**config.mk**
```make
export PLATFORM = sky130hd
export DESIGN_NAME = uart_tx_arbiter
export DESIGN_NICKNAME = d
export VERILOG_FILES = /design/src/rtl/uart_tx_arbiter.sv
export SDC_FILE = /design/constraint.sdc
export NUM_CORES = 1
export LEC_CHECK = 0
export BUFFER_PORTS_ARGS = -buffer_cell sky130_fd_sc_hd__buf_4
export CAP_MARGIN = 20
export CORE_ASPECT_RATIO = 1.4
export CORE_MARGIN = 4
export CORE_UTILIZATION = 47
export DETAILED_ROUTE_END_ITERATION = 6
export PLACE_DENSITY = 0.84
export RECOVER_POWER = 25
export SYNTH_ARGS = -nofsm -noshare
export SYNTH_HDL_FRONTEND = slang
export SYNTH_SLANG_ARGS = --single-unit
export TNS_END_PERCENT = 30
```
**constraint.sdc**
```tcl
create_clock -name clk -period 1.6 [get_ports clk]
set_input_delay 0.16 -clock clk [delete_from_list [all_inputs] [get_ports clk]]
set_output_delay 0.16 -clock clk [all_outputs]
set_load 0.01 [all_outputs]
```
**src/rtl/uart_tx_arbiter.sv**
```systemverilog
// Round-robin arbiter and sequencer sharing one UART transmitter among NUM_REQ
// byte requesters. The winning byte is captured, a one-cycle start is issued to
// the TX datapath, and the arbiter holds until the TX reports frame completion.
// A watchdog aborts the wait if no completion ever arrives.
//
// Ports:
//   clk         system clock, rising edge
//   rst         asynchronous active-low reset
//   req         per-requester request level
//   req_data    requester i byte at [i*DATA_W +: DATA_W]
//   grant       one-hot pulse: byte of that requester captured
//   tx_data     byte presented to UART TX, held until next capture
//   tx_start    one-cycle start pulse to UART TX
//   tx_busy     UART TX currently framing (blocks new grants)
//   tx_done     one-cycle pulse from UART TX after stop bit
//   active_id   index of last granted requester
//   busy        high whenever not idle
//   timeout_err one-cycle pulse on watchdog abort
module uart_tx_arbiter #(
  parameter int unsigned NUM_REQ = 4,
  parameter int unsigned DATA_W  = 8,
  parameter int unsigned ID_W    = 2,
  parameter int unsigned TIMEOUT = 200000
) (
  input  logic                      clk,
  input  logic                      rst,
  input  logic [NUM_REQ-1:0]        req,
  input  logic [NUM_REQ*DATA_W-1:0] req_data,
  output logic [NUM_REQ-1:0]        grant,
  output logic [DATA_W-1:0]         tx_data,
  output logic                      tx_start,
  input  logic                      tx_busy,
  input  logic                      tx_done,
  output logic [ID_W-1:0]           active_id,
  output logic                      busy,
  output logic                      timeout_err
);

  localparam int unsigned WdW = $clog2(TIMEOUT);
  localparam logic [WdW-1:0] WdMax = WdW'(TIMEOUT - 1);

  typedef enum logic [1:0] {StIdle, StStart, StWaitDone} state_e;

  state_e              state_q, state_d;
  logic [ID_W-1:0]     last_q, last_d;
  logic [NUM_REQ-1:0]  grant_q, grant_d;
  logic [DATA_W-1:0]   tx_data_q, tx_data_d;
  logic                tx_start_q, tx_start_d;
  logic [ID_W-1:0]     active_id_q, active_id_d;
  logic                timeout_err_q, timeout_err_d;
  logic [WdW-1:0]      wd_q, wd_d;

  logic                found;
  logic [ID_W-1:0]     win;
  logic [ID_W-1:0]     idx_t;
  int unsigned         idx;

  // Scan last+1, last+2, ... so the most recent winner has lowest priority.
  always_comb begin
    found = 1'b0;
    win   = '0;
    idx   = 0;
    idx_t = '0;
    for (int unsigned k = 1; k <= NUM_REQ; k++) begin
      idx   = (32'(last_q) + k) % NUM_REQ;
      idx_t = ID_W'(idx);
      if (!found && req[idx_t]) begin
        found = 1'b1;
        win   = idx_t;
      end
    end
  end

  always_comb begin
    state_d       = state_q;
    last_d        = last_q;
    grant_d       = '0;
    tx_data_d     = tx_data_q;
    tx_start_d    = 1'b0;
    active_id_d   = active_id_q;
    timeout_err_d = 1'b0;
    wd_d          = wd_q;
    unique case (state_q)
      StIdle: begin
        if (found && !tx_busy) begin
          tx_data_d   = req_data[32'(win)*DATA_W +: DATA_W];
          active_id_d = win;
          last_d      = win;
          grant_d     = NUM_REQ'(1) << win;
          tx_start_d  = 1'b1;
          state_d     = StStart;
        end
      end
      StStart: begin
        wd_d    = '0;
        state_d = StWaitDone;
      end
      StWaitDone: begin
        // Completion wins over a simultaneous watchdog expiry.
        if (tx_done) begin
          state_d = StIdle;
        end else if (wd_q == WdMax) begin
          timeout_err_d = 1'b1;
          state_d       = StIdle;
        end else begin
          wd_d = wd_q + 1'b1;
        end
      end
      default: state_d = StIdle;
    endcase
  end

  always_ff @(posedge clk or negedge rst) begin
    if (!rst) begin
      state_q       <= StIdle;
      last_q        <= ID_W'(NUM_REQ - 1);
      grant_q       <= '0;
      tx_data_q     <= '0;
      tx_start_q    <= 1'b0;
      active_id_q   <= '0;
      timeout_err_q <= 1'b0;
      wd_q          <= '0;
    end else begin
      state_q       <= state_d;
      last_q        <= last_d;
      grant_q       <= grant_d;
      tx_data_q     <= tx_data_d;
      tx_start_q    <= tx_start_d;
      active_id_q   <= active_id_d;
      timeout_err_q <= timeout_err_d;
      wd_q          <= wd_d;
    end
  end

  assign grant       = grant_q;
  assign tx_data     = tx_data_q;
  assign tx_start    = tx_start_q;
  assign active_id   = active_id_q;
  assign busy        = (state_q != StIdle);
  assign timeout_err = timeout_err_q;

endmodule

```
==> flow_summary.yaml <==
status:
  outcome: "complete, but fails checks"
  violations: "negative setup slack"
clock_tree:
  cts.sinks: 38
  cts_buffer_depth: 2
  htreeDepth: 2
  root_buffer: "clkbuf_8"
  cts_tree: "yes"
  cts_buffers: 5
  clock_latency_ns: 0.30
  clk_pin_slew_worst_paths_ns: 0.08
yosys:
  synthArstFlopShare_pct: 100
  syn-num-nets: 259
  ys_types: 42
  yosysWarnings: 0
  ys.flop_type: "dfrtp_1"
  syn_area_per_cell_um2: 9.42
  synth_edf_count: 0
  yosysSeqAreaShare_pct: 46.4
  synth-seq-cells: 38
  netlist_area_um2: 2050
  synthCells: 218
floorplan:
  die_w_um: 63.9
  core_um2: 4240
  start_util_pct: 48.5
  io_pins: 57
  die-area_um2: 5510
  rows: 28
  die_y_um: 86.2
worst_setup_path:
  crit_fanout: 8
  startpoint: "state_q[1]"
  worstReg2RegStart: "state_q[1]"
  arrival_ns: 1.92
  r2r_cells: 4
  reg2reg_slack_ns: -0.11
  cp.required_ns: 1.81
  critPathKind: "flip-flop to flip-flop"
  reg2reg_to: "tx_data[1]"
  end_kind: "flip-flop"
  worstSetupStartpointType: "flip-flop"
sta:
  setup_violations: 16
  period_minus_slack_ns: 1.71
  hold_viol_final: 0
  fin_skew_ns: 0.00834
  slew_headroom_pct: 38.3
  setup_slack_ns: -0.112
  tightest_slew_ns: 0.925
  slew_violations: 0
  rsz0062_at_grt: "true"
  max_freq_mhz: 584
  finalCritPeriodShare_pct: 107
hold_path:
  hp-start: "tx_busy"
  hold_end: "state_q[0]"
  hp-class: "primary input to flip-flop"
  hold_path_depth: 3
place:
  dp_hpwl_um: 4360
  dpl.cell_count: 371
  dp_slack_ns: -0.211
  io_buffer_count: 56
  place_congestion: 0.862
drt:
  totalWireLength_um: 5700
  vias: 2050
  drt_iter0_drc: 101
  topRoutingLayerUsed: "met4"
  drt_pass1_iterations: 4
  antenna_left: 0
  vias_per_cell: 5.37
  wl_met3_um: 307
  drc: 0
  met2WireLength_um: 3170
  wl_per_cell_um: 14.9
  wirelength_met1_um: 2090
global_route:
  grt_pass1_vias: 2066
  antenna_found_initial: 0
  overflow: 0
  grt_pass1_wl_um: 9380
  track_usage_pct: 21.8
  grt_start_max_net_pins: 39
finish:
  num_antenna_cells: 0
  synthToLayoutAreaGrowth_pct: 51.5
  drive_gt1_share_pct: 46.3
  layoutNonFillerInstCount: 382
  mostFrequentLayoutCells: "102 x buf_4, 36 x dfrtp_1, 20 x nor2_1, 20 x nand2_1, 12 x inv_1"
  fillers: 304
  layout_commonest_cell: "buf_4"
  fin_nets: 362
power:
  power.density_nw_per_um2: 1250
  p_leak_nw: 1.56
  peakVddDrop_mv: 0.809
run:
  maxCapViolations: 0
==> stage by stage <==
stage / util (%) / hold slack (ns) / total power [mW] / area [um^2] / TNS (ns)
floorplan: - / -0.136 / 2.22 / 2050 / -2.15
global placement: 67.0 / 0.145 / 2.98 / 2840 / -1.26
detailed placement: 67.0 / 0.153 / 3.05 / 2840 / -2.39
CTS: 70.5 / 0.153 / 3.76 / 2990 / -0.816
global route: 73.4 / 0.166 / 4.16 / 3110 / -2.86
finish: 73.4 / 0.153 / 3.90 / 3110 / -0.891
==> registers in the layout, indices dropped and copies added (netlist names) <==
register and flops:
state_q 2, wd_q 18, active_id 2, last_q 2, grant 4, tx_start 1, timeout_err 1, tx_data 8
==> report_power, final <==
| part | internal [mW] | switching, mW | leakage (nW) |
|---|---|---|---|
| clock | 0.306 | 0.363 | 0.0441 |
| combinational | 0.971 | 0.915 | 1.02 |
| sequential | 1.20 | 0.148 | 0.495 |
| total | 2.48 | 1.43 | 1.56 |
==> critical path, cell delays in order, from the launching register on <==
cell	delay, ns
dfrtp_1	0.39
or2_1	0.25
or3_4	0.40
or3_4	0.40
o211ai_2	0.18
==> routing by layer <==
layer  up-vias  GRT usage, %
met1       963          23.6
met2        73          40.2
met5         -             0
met4         0          9.43
li1       1000             -
met3        14          4.93
==> worst max-delay path by stage <==
stage	to	slack [ns]	cells after the start
2_1_floorplan	tx_data[1]	-0.22	6
3_3_place_gp	tx_data[2]	-0.14	4
3_5_place_dp	tx_data[2]	-0.21	4
4_1_cts	tx_data[1]	-0.11	4
5_1_grt	tx_data[1]	-0.19	6
6_report	tx_data[1]	-0.11	4
==> Yosys cell counts, types with 2 or more instances <==
| cell type | count | area (um^2) |
|---|---|---|
| nor2b_1 | 2 | 12.5 |
| and3_1 | 4 | 25.0 |
| nor4_1 | 3 | 18.8 |
| nand4_1 | 4 | 25.0 |
| nand3_1 | 9 | 45.0 |
| a211oi_1 | 8 | 60.1 |
| buf_4 | 2 | 15.0 |
| mux2i_1 | 14 | 140 |
| nand2_1 | 22 | 82.6 |
| o211ai_2 | 4 | 50.1 |
| a21oi_1 | 6 | 30.0 |
| o211ai_1 | 3 | 22.5 |
| inv_1 | 13 | 48.8 |
| o21a_1 | 2 | 15.0 |
| nor3_1 | 3 | 15.0 |
| xnor2_1 | 3 | 26.3 |
| a31oi_1 | 8 | 50.1 |
| buf_2 | 2 | 10.0 |
| o31ai_1 | 3 | 22.5 |
| buf_6 | 2 | 22.5 |
| or3_1 | 4 | 25.0 |
| o21ai_0 | 10 | 50.1 |
| clkbuf_1 | 4 | 15.0 |
| dfrtp_1 | 36 | 901 |
| nor3b_1 | 2 | 15.0 |
| and4_1 | 5 | 43.8 |
| nand2b_1 | 3 | 18.8 |
| a21o_1 | 3 | 22.5 |
| dfstp_2 | 2 | 52.6 |
| nor2_1 | 20 | 75.1 |
==> layout make-up <==
cell class	count	area, um^2	share of cell area, %
repair buffers	106	803	25.8
multi-input cells	157	1140	36.7
clock buffers	5	68.8	2.21
clock inverters	3	21.3	0.683
inverters	13	48.8	1.57
flip-flops and latches	38	953	30.6
well taps	60	75.1	2.41
==> what timing repair did <==
item,CTS,global route
hold buffers,1,0
setup buffers,0,2
setup endpoints to repair,28,32
endpoints found under the hold margin,36,0
gates resized for setup,13,29
pin swaps,4,4
==> logic make-up (layout without fill, tap and decap cells) <==
logic type | count (synthesis) | count (layout) | synth area share, %
mux | 14 | 14 | 6.82
simple gates | 86 | 86 | 21.5
xor+xnor | 3 | 3 | 1.28
flops | 38 | 38 | 46.4
compound gates | 53 | 53 | 18.0
buf+inv | 23 | 127 | 5.42
fa+ha+maj | 1 | 1 | 0.609
(Power assumes the default switching activity.)
